$ cat src/rtl/iic_pkg.sv
// Shared definitions for the IIC transaction controller: FSM states, step
// actions and the R/W bit appended to the 7-bit device address.
package iic_pkg;

    typedef enum logic [2:0] {
        ST_IDLE,
        ST_ISSUE,
        ST_WAIT_HI,
        ST_WAIT_LO,
        ST_STOP_ISSUE,
        ST_STOP_HI,
        ST_STOP_LO,
        ST_FINISH
    } state_t;

    typedef enum logic [2:0] {
        ACT_ADDR_W,
        ACT_REG,
        ACT_DATA,
        ACT_ADDR_R,
        ACT_RECV,
        ACT_STOP,
        ACT_END
    } act_t;

    localparam logic       ADDR_BIT_W = 1'b0;
    localparam logic       ADDR_BIT_R = 1'b1;
    localparam logic [2:0] STEP_FIRST = 3'd0;

    // Maps the step index of a write or read transaction to the action it performs.
    function automatic act_t step_action(input logic rw, input logic [2:0] step);
        act_t act;
        if (!rw) begin
            case (step)
                3'd0:    act = ACT_ADDR_W;
                3'd1:    act = ACT_REG;
                3'd2:    act = ACT_DATA;
                3'd3:    act = ACT_STOP;
                default: act = ACT_END;
            endcase
        end else begin
            case (step)
                3'd0:    act = ACT_ADDR_W;
                3'd1:    act = ACT_REG;
                3'd2:    act = ACT_STOP;
                3'd3:    act = ACT_ADDR_R;
                3'd4:    act = ACT_RECV;
                3'd5:    act = ACT_STOP;
                default: act = ACT_END;
            endcase
        end
        return act;
    endfunction

endpackage

$ cat src/rtl/iic_timeout.sv
// Per-wait cycle counter: cleared on entry to a wait, counts while enabled,
// and flags expiry once TIMEOUT cycles have been spent waiting.
module iic_timeout #(
    parameter int TIMEOUT = 255
) (
    input  logic clock,
    input  logic reset_n,
    input  logic clear,
    input  logic enable,
    output logic expired
);

    localparam int W = (TIMEOUT < 1) ? 1 : $clog2(TIMEOUT + 1);
    localparam logic [W-1:0] LIMIT = W'(TIMEOUT);

    logic [W-1:0] count;

    always_ff @(posedge clock) begin
        if (!reset_n) begin
            count <= '0;
        end else if (clear) begin
            count <= '0;
        end else if (enable && !expired) begin
            count <= count + 1'b1;
        end
    end

    assign expired = (count == LIMIT);

endmodule

$ cat src/rtl/iic_txn_ctrl.sv
// Register-level IIC transaction sequencer: turns one host write/read request
// into a series of byte-transfer and stop commands for iic_core.
module iic_txn_ctrl
    import iic_pkg::*;
#(
    parameter int TIMEOUT = 255
) (
    input  logic       clock,
    input  logic       reset_n,
    input  logic       req,
    input  logic       rw,
    input  logic [6:0] dev_addr,
    input  logic [7:0] reg_addr,
    input  logic [7:0] wdata,
    output logic       ready,
    output logic       done,
    output logic       err,
    output logic [7:0] rdata,
    output logic       core_start,
    output logic       core_stop,
    output logic       core_rw,
    output logic [7:0] core_din,
    input  logic       core_busy,
    input  logic [7:0] core_dout
);

    state_t     state;
    logic [2:0] step;
    logic       rw_q;
    logic [6:0] dev_q;
    logic [7:0] reg_q;
    logic [7:0] wdata_q;
    logic       in_hi;
    logic       in_wait;
    logic       to_clear;
    logic       to_expired;
    act_t       next_act;

    assign in_hi    = (state == ST_WAIT_HI) || (state == ST_STOP_HI);
    assign in_wait  = in_hi || (state == ST_WAIT_LO) || (state == ST_STOP_LO);
    // Counter restarts whenever a wait is entered, including the HI->LO hand-off.
    assign to_clear = !in_wait || (in_hi && core_busy);
    assign next_act = step_action(rw_q, step + 3'd1);

    iic_timeout #(.TIMEOUT(TIMEOUT)) u_timeout (
        .clock   (clock),
        .reset_n (reset_n),
        .clear   (to_clear),
        .enable  (in_wait),
        .expired (to_expired)
    );

    always_ff @(posedge clock) begin
        if (!reset_n) begin
            state      <= ST_IDLE;
            step       <= STEP_FIRST;
            rw_q       <= 1'b0;
            dev_q      <= '0;
            reg_q      <= '0;
            wdata_q    <= '0;
            ready      <= 1'b1;
            done       <= 1'b0;
            err        <= 1'b0;
            rdata      <= '0;
            core_start <= 1'b0;
            core_stop  <= 1'b0;
            core_rw    <= 1'b0;
            core_din   <= '0;
        end else begin
            // NOTE: pulse outputs fall back low every cycle, so each assertion below lasts one cycle.
            core_start <= 1'b0;
            core_stop  <= 1'b0;
            done       <= 1'b0;
            case (state)
                ST_IDLE: begin
                    if (req) begin
                        rw_q       <= rw;
                        dev_q      <= dev_addr;
                        reg_q      <= reg_addr;
                        wdata_q    <= wdata;
                        step       <= STEP_FIRST;
                        ready      <= 1'b0;
                        core_start <= 1'b1;
                        core_rw    <= 1'b0;
                        core_din   <= {dev_addr, ADDR_BIT_W};
                        state      <= ST_ISSUE;
                    end
                end
                ST_ISSUE:      state <= ST_WAIT_HI;
                ST_STOP_ISSUE: state <= ST_STOP_HI;
                ST_WAIT_HI, ST_STOP_HI: begin
                    if (core_busy) begin
                        state <= (state == ST_WAIT_HI) ? ST_WAIT_LO : ST_STOP_LO;
                    end else if (to_expired) begin
                        state     <= ST_FINISH;
                        done      <= 1'b1;
                        err       <= 1'b1;
                        core_stop <= (state == ST_WAIT_HI);
                    end
                end
                ST_WAIT_LO, ST_STOP_LO: begin
                    if (!core_busy) begin
                        if ((state == ST_WAIT_LO) && (step_action(rw_q, step) == ACT_RECV)) begin
                            rdata <= core_dout;
                        end
                        step <= step + 3'd1;
                        case (next_act)
                            ACT_ADDR_W, ACT_REG, ACT_DATA, ACT_ADDR_R: begin
                                core_start <= 1'b1;
                                core_rw    <= 1'b0;
                                state      <= ST_ISSUE;
                                case (next_act)
                                    ACT_ADDR_W: core_din <= {dev_q, ADDR_BIT_W};
                                    ACT_REG:    core_din <= reg_q;
                                    ACT_DATA:   core_din <= wdata_q;
                                    default:    core_din <= {dev_q, ADDR_BIT_R};
                                endcase
                            end
                            ACT_RECV: begin
                                core_start <= 1'b1;
                                core_rw    <= 1'b1;
                                state      <= ST_ISSUE;
                            end
                            ACT_STOP: begin
                                core_stop <= 1'b1;
                                state     <= ST_STOP_ISSUE;
                            end
                            default: begin
                                done  <= 1'b1;
                                err   <= 1'b0;
                                state <= ST_FINISH;
                            end
                        endcase
                    end else if (to_expired) begin
                        state     <= ST_FINISH;
                        done      <= 1'b1;
                        err       <= 1'b1;
                        core_stop <= (state == ST_WAIT_LO);
                    end
                end
                ST_FINISH: begin
                    ready <= 1'b1;
                    state <= ST_IDLE;
                end
                default: state <= ST_IDLE;
            endcase
        end
    end

endmodule

$ cat config.mk
export PLATFORM = sky130hd
export DESIGN_NAME = iic_txn_ctrl
export DESIGN_NICKNAME = d
export VERILOG_FILES = /design/src/rtl/iic_pkg.sv /design/src/rtl/iic_timeout.sv /design/src/rtl/iic_txn_ctrl.sv
export SDC_FILE = /design/constraint.sdc
export NUM_CORES = 1
export LEC_CHECK = 0
export CORE_MARGIN = 3
export CORE_UTILIZATION = 55
export DETAILED_ROUTE_END_ITERATION = 7
export DONT_BUFFER_PORTS = 1
export GPL_TIMING_DRIVEN = 1
export PLACE_DENSITY = 0.7
export REMOVE_ABC_BUFFERS = 1
export SYNTH_ARGS = -nofsm -noshare
export SYNTH_HDL_FRONTEND = slang
export SYNTH_SLANG_ARGS = --single-unit
$ cat constraint.sdc
create_clock -name clock -period 2.41 [get_ports clock]
set_clock_uncertainty 0.05 [all_clocks]
set_input_delay 0.241 -clock clock [delete_from_list [all_inputs] [get_ports clock]]
set_output_delay 0.241 -clock clock [all_outputs]
set_load 0.02 [all_outputs]
# Yosys cells after proc, flatten, opt, wreduce, memory -nomap -nowiden
# Index checks and enable logic that the tools add are counted.
[classes]
eq_ne = 30
bitwise_logic = 2
add_sub_neg = 2
mux = 49
reduce_logical = 31
[ops]
columns = ["op", "count"]
rows = [
  ["2-to-1 mux 3 bit", 12],
  ["equality test 3 bit, second input constant", 11],
  ["one-hot mux 3 bit (5 select lines)", 2],
  ["equality test 3 x 2 -> 1 bit, second input constant", 8],
  ["2-to-1 mux 8 bit", 3],
  ["one-hot mux 3 bit (4 select lines)", 2],
  ["one-hot mux 8 bit (3 select lines)", 1],
  ["2-to-1 mux 1 bit", 18],
  ["one-hot mux 3 bit (6 select lines)", 1],
  ["one-hot mux 8 bit (2 select lines)", 1],
  ["one-hot mux 1 bit (2 select lines)", 7],
  ["equality test 3 x 1 -> 1 bit, second input constant", 4],
  ["logical NOT 3 bit", 4],
  ["one-hot mux 3 bit (2 select lines)", 2],
  ["OR reduction 2 bit", 5],
  ["AND reduction 3 bit", 3],
  ["adder 8 x 1 -> 8 bit, second input constant", 1],
  ["equality test 8 bit, second input constant", 1],
  ["AND reduction 4 bit", 2],
  ["inequality test 2 bit, second input constant", 3],
  ["nonzero test 2 bit", 3],
  ["OR reduction 6 bit", 1],
  ["OR reduction 5 bit", 1],
  ["logical OR 1 bit", 4],
  ["other kinds (9)", 14],
]
[totals]
word_cells = 129
reg_bits = 60
out_inout_bits = 22

# Logic depth before layout (Yosys ltp)
[logic_depth]
ltp_word = 10
mapped_depth = 10
ltp_nobuf = 8

# Cells and area by module
# A second synthesis with hierarchy kept.
[hier_totals]
hier_cells = 373
area_unflattened_um2 = 3012.9
[by_module_without_submodules]
columns = ["mod", "seq_area_each_um2", "area_per_inst_um2", "n_inst", "cells_each"]
rows = [
  ["iic_txn_ctrl", 1041.0, 2590.0, 1, 323],
  ["iic_timeout", 160.2, 422.9, 1, 50],
]

# Worst setup path after synthesis
# Ideal clock, no wire load.
[synth_path]
kind = "reg-to-reg"
from = "register step[0]"
to = "register core_rw"
path_slack_ns = 0.154
stages_incl_launch_ff = 10
path_buffers = 1
arrival_time_ns = 2.091
path_cell_list = "dfxtp_1 -> ha_1 -> ha_1 -> inv_1 -> or3_1 -> buf_2 -> and2_1 -> and2_4 -> nor2b_1 -> o21a_1"
[synth_via]
elab_chain_len = 10
elab_cells_between_ends = 22
classes_between = "add/sub (1); eq/ne (10); mux (6); reduce/logical (5)"
[synth_rtl]
columns = ["element", "line", "text"]
rows = [
  ["start: declaration", "iic_txn_ctrl.sv:28", "logic [2:0] step;"],
  ["start signal: assignment", "iic_txn_ctrl.sv:106", "step <= step + 3'd1;"],
  ["adder 3 x 1 -> 3 bit (*)", "iic_txn_ctrl.sv:43", "assign next_act = step_action(rw_q, step + 3'd1);"],
  ["equality test 3 bit / equality test 3 x 2 -> 1 bit (equally long branches)", "iic_pkg.sv:42, iic_pkg.sv:34", ""],
  ["OR reduction 2 bit (no source line)", "n/a", ""],
  ["one-hot mux 3 bit (5 select lines)", "iic_pkg.sv:42", "case (step)"],
  ["2-to-1 mux 3 bit (*)", "iic_pkg.sv:33", "if (!rw) begin"],
  ["equality test 3 x 1 -> 1 bit (tied with other cells)", "iic_txn_ctrl.sv:107", "case (next_act)"],
  ["OR reduction 4 bit", "n/a", ""],
  ["one-hot mux 1 bit (2 select lines)", "iic_txn_ctrl.sv:107", ""],
  ["2-to-1 mux 1 bit", "iic_txn_ctrl.sv:102", "if (!core_busy) begin"],
  ["one-hot mux 1 bit (2 select lines)", "iic_txn_ctrl.sv:74", "case (state)"],
  ["end signal: assignment", "iic_txn_ctrl.sv:84", "core_rw <= 1'b0;"],
  ["end signal: assignment", "iic_txn_ctrl.sv:110", "core_rw <= 1'b0;"],
  ["end signal: assignment", "iic_txn_ctrl.sv:121", "core_rw <= 1'b1;"],
  ["end: declaration", "iic_txn_ctrl.sv:21", "output logic core_rw,"],
]
# Mark *: on every way between the ends. The rest lies on a longest branch, timed or not. The select of a mux whose other input is x is not followed.
# A chain may end at the register's enable or synchronous reset.

# Worst setup path after layout
[layout_path]
from = "register step[0]"
to = "register core_din[3]"
[layout_via]
elab_chain_len = 10
elab_cells_between_ends = 22
classes_between = "add/sub (1); eq/ne (9); mux (7); reduce/logical (5)"
[layout_rtl]
columns = ["element", "line", "text"]
rows = [
  ["adder 3 x 1 -> 3 bit (*)", "iic_txn_ctrl.sv:43", ""],
  ["equality test 3 bit / equality test 3 x 2 -> 1 bit (equally long branches)", "iic_pkg.sv:42, iic_pkg.sv:34", ""],
  ["OR reduction 2 bit (no source line)", "n/a", ""],
  ["one-hot mux 3 bit (5 select lines)", "iic_pkg.sv:42", ""],
  ["2-to-1 mux 3 bit (*)", "iic_pkg.sv:33", ""],
  ["equality test 3 x 2 -> 1 bit (tied with other cells)", "iic_txn_ctrl.sv:107, iic_txn_ctrl.sv:112", ""],
  ["one-hot mux 8 bit (3 select lines)", "iic_txn_ctrl.sv:112", "case (next_act)"],
  ["2-to-1 mux 8 bit", "iic_txn_ctrl.sv:107", ""],
  ["2-to-1 mux 8 bit", "iic_txn_ctrl.sv:102", ""],
  ["one-hot mux 8 bit (2 select lines)", "iic_txn_ctrl.sv:74", ""],
  ["end signal: assignment", "iic_txn_ctrl.sv:113", "ACT_ADDR_W: core_din <= {dev_q, ADDR_BIT_W};"],
  ["end signal: assignment", "iic_txn_ctrl.sv:114", "ACT_REG: core_din <= reg_q;"],
  ["end signal: assignment", "iic_txn_ctrl.sv:115", "ACT_DATA: core_din <= wdata_q;"],
  ["end: declaration", "iic_txn_ctrl.sv:22", "output logic [7:0] core_din,"],
]
# Marks and branches as above.

==> parameters.txt <==
Parameter                              Value

Min path
  Launch instance of the worst min-delay path    dev_addr[1]
  Min-Delay Path Class    in -> reg
  Hold Path Stages    2
  Worst hold path endpoint    dev_q[1]

Clock network
  CTS HTree Levels    3
  CTS sink count    60
  Buffer levels on the longest clock path    2
  Clock tree from TritonCTS    done
  Inserted Clock Buffers    9
  Post-CTS clock slew at the launch and capture registers of the worst setup and hold paths    about 0.07 ns
  Buffer type at the clock tree root    sky130_fd_sc_hd__clkbuf_8
  Skew-Pair Late Insertion Delay    0.34 ns

Setup path
  Reg-to-Reg End    core_din[3]
  Slowest cell delay on critical path    approximately 0.43 ns
  Critical-path top delay cell    sky130_fd_sc_hd__or3_1
  Maximum fanout encountered on the critical timing path    20
  Worst setup path class    reg -> reg
  Critical Path, Cell by Cell    buf_4 > ha_1 > nor3_4 > nor4_2 > or3_1 > buf_12 > and3_1 > o221ai_1 > nand3_1
  Combined buffer and inverter count along the critical path    2
  Dominant delay contributor by cell family on the critical path    simple AND/OR/NAND/NOR gates
  Worst reg2reg startpoint    step[0]
  Category of the worst setup path launch point    flip-flop
  Worst Reg2Reg Path Length in Cells    9
  Critical Path Sink Type    flip-flop
  R2r setup slk    around 0.14 ns
  Crit path arrival time    between 2 and 2.5 ns
  Data required time of the worst path    2.58 ns

Global routing
  Overall global routing resource usage    approximately 25%
  Number of global-route vias before repair    2504
  Largest net degree at the start of global routing    37
  GRT met2 Usage    a little under two fifths
  Initial antenna violation count    0
  Global-route track usage on met3    under 10%
  Met1 Track Usage GR    between 30% and 40%
  Overall overflow remaining after global route    0
  Global-route wire length before repair    about 12 mm
  Most used routing layer    met2

Route
  Detailed-route wire length    between 7 and 8 mm
  Number of remaining DRC errors    0
  Number of nets still failing antenna checks after routing    0
  DR iter-0 viols    287
  Pre-Repair DR Iteration Count    5
  Number of vias in the routed layout    ~2800
  Detail-routed net length per standard cell    16.1 microns
  Post-detailed-route via-to-cell ratio    5.79

Timing
  Count of final max-slew check failures    0
  Sum Neg Setup Slack    0 ns
  Worst Max-Slew Pin Slew    around 1.1 ns
  Period minus WS final    about 2.3 ns
  Number of failing setup endpoints in the final timing report    0
  Maximum achievable frequency    around 0.44 GHz
  Crit path setup slack, layout    ~0.14 ns
  Number of hold violations in the final report    0
  Final worst hold slack    approximately 0.0032 ns
  Remaining max-slew budget at the tightest pin    about a quarter
  Share of the clock period used by the worst path after layout    between 90% and 100%
  Setup repair after global routing missed its margin    false

Logic synthesis
  Synth Flop Type    sky130_fd_sc_hd__dfxtp_1
  Count of flip-flops with a built-in enable after synthesis    0
  Mean area per synthesized cell    between 8 and 9 sq um
  Register area share after synthesis    38.6%
  Number of instances in the synthesized netlist    between 300 and 400
  Cell Area, Synth    around 3100 sq um
  Total of warnings raised by yosys    0
  Share of synthesized flip-flops with an asynchronous set or reset    0%
  Flops & latches, synth    60
  Unique cell type count in the Yosys netlist    46

Power
  LEAKAGE    1.45 nW
  VDD IR max    424 uV
  P per Cell Area    642 nW/um^2

Floorplan
  Initial Util    between 50 and 60%
  Die X-Extent    ~81 microns
  Placeable core region    5300 sq um
  Number of top-level design ports    between 50 and 60
  DIE HEIGHT    ~81 microns
  Floorplan die area    about 6600 sq um
  Core Rows    26

Layout
  Most common cell after layout, fill and taps aside    sky130_fd_sc_hd__nand2_1
  Fraction of layout instances using a drive strength above 1    between 10% and 20%
  Number of antenna cells inserted    0
  Sequential cell area in the final layout    ~1200 sq um
  Area of the multi-input gates    1800 sq um
  Post-route design area    about 3700 sq um
  Leading cell types in the layout, fill and taps excluded    67 x sky130_fd_sc_hd__nand2_1, 58 x sky130_fd_sc_hd__dfxtp_1, 28 x sky130_fd_sc_hd__nand3_1, 26 x sky130_fd_sc_hd__dlygate4sd3_1, 25 x sky130_fd_sc_hd__a21boi_0
  Post-layout net count    between 400 and 500
  Synth-to-Final Area Change    19.4%
  Filler cell count in the final layout    426

Placement
  Post-detailed-placement cell area    about 3200 sq um
  Pre-CTS setup slack    around 0.019 ns
  Estimated wirelength of the detail-placed design    around 4.9 mm
  Final GP Congestion    0.823
  I/O Buffers    0

Job
  Max Cap Viol    0

Outcome
  Result of the run    complete, no violations
flip-flops by register name (all words and copies together) (netlist names), 3 cells and up:
register,cells
state,3
core_din,8
wdata_q,8
reg_q,8
step,3
u_timeout.count,8
rdata,8
dev_q,7
area by class of cell:
class | instances | area share, %
timing repair buffer | 39 | 9.96
clock buffer | 13 | 4.27
clock inverter | 3 | 1.85
multi-input combinational | 287 | 48.5
inverter | 7 | 0.706
sequential | 60 | 32.4
tap | 70 | 2.35
synth_stat cells (2+ instances only):
master | count | area [sq um]
sky130_fd_sc_hd__or3_1 | 3 | 18.8
sky130_fd_sc_hd__nor3_1 | 5 | 25.0
sky130_fd_sc_hd__o221ai_1 | 8 | 70.1
sky130_fd_sc_hd__o21a_1 | 2 | 15.0
sky130_fd_sc_hd__nor2b_1 | 14 | 87.6
sky130_fd_sc_hd__mux2i_1 | 9 | 90.1
sky130_fd_sc_hd__nor3b_1 | 2 | 15.0
sky130_fd_sc_hd__buf_6 | 4 | 45.0
sky130_fd_sc_hd__buf_2 | 7 | 35.0
sky130_fd_sc_hd__a21oi_1 | 12 | 60.1
sky130_fd_sc_hd__and2_1 | 8 | 50.1
sky130_fd_sc_hd__nor4_1 | 3 | 18.8
sky130_fd_sc_hd__nand4_1 | 2 | 12.5
sky130_fd_sc_hd__clkbuf_1 | 13 | 48.8
sky130_fd_sc_hd__o21ai_0 | 13 | 65.1
sky130_fd_sc_hd__nor2_1 | 22 | 82.6
sky130_fd_sc_hd__nand3b_1 | 2 | 15.0
sky130_fd_sc_hd__a22oi_1 | 9 | 67.6
sky130_fd_sc_hd__nand3_1 | 28 | 140
sky130_fd_sc_hd__a211oi_1 | 3 | 22.5
sky130_fd_sc_hd__xor2_1 | 4 | 35.0
sky130_fd_sc_hd__or3b_1 | 2 | 17.5
sky130_fd_sc_hd__dfxtp_1 | 60 | 1200
sky130_fd_sc_hd__a21boi_0 | 25 | 188
sky130_fd_sc_hd__ha_1 | 8 | 100
sky130_fd_sc_hd__xnor2_1 | 3 | 26.3
sky130_fd_sc_hd__nand2_1 | 67 | 251
sky130_fd_sc_hd__a31oi_1 | 2 | 12.5
sky130_fd_sc_hd__inv_1 | 7 | 26.3
sky130_fd_sc_hd__and3_1 | 9 | 56.3
sky130_fd_sc_hd__nand2b_1 | 6 | 37.5
layer usage:
| metal | wire length [microns] | share of wire, % |
|---|---|---|
| met1 | 3620 | 47 |
| met2 | 3340 | 43 |
| met3 | 625 | 8.1 |
| met4 | 106 | 1.4 |
| met5 | 0 | 0 |
kinds of logic after synthesis:
kind of cell               count (synthesis)  synth area share, %
and+or+nand+nor                          178                 28.1
xor gates and xnor gates                   8                 2.85
adders and majority gates                  8                 3.21
muxes                                      9                 2.89
buffers and inverters                     31                 4.98
DFF                                       60                 38.6
AOI/OAI and AO/OA                         83                 19.4
what timing repair did:
action	CTS	global route
hold buffers	22	4
setup endpoints to repair	1	13
buffers inserted	0	1
gates cloned	0	1
pin swaps	0	0
endpoints found under the hold margin	44	5
gates resized for setup	1	10
worst max-delay path by stage:
stage               cells after the start    start  slack (ns)           to
floorplan                               8  step[0]        0.01      core_rw
global placement                        8  step[1]         0.1  core_din[7]
detailed placement                      8  step[1]        0.02  core_din[4]
CTS                                     8  step[1]        0.04  core_din[3]
global route                            9  step[0]        0.01  core_din[3]
finish                                  9  step[0]        0.14  core_din[3]
stage by stage:
step / instances / power, mW / util [%]
after floorplan: 353 / 1.25 / -
after global placement: 435 / 1.31 / 59.9
after detailed placement: 435 / 1.31 / 59.9
after CTS: 473 / 2.38 / 68.4
after global routing: 479 / 2.50 / 70.2
final: 479 / 2.39 / 70.2
where the power goes:
part / internal [mW] / total (mW) / switching (mW) / leakage [nW]
Sequential: 1.04 / 1.09 / 0.0535 / 0.490
Clock: 0.642 / 1.04 / 0.400 / 0.114
Combinational: 0.119 / 0.258 / 0.139 / 0.841
Total: 1.80 / 2.39 / 0.592 / 1.45
No activity file was read; power rests on OpenSTA's default activity.
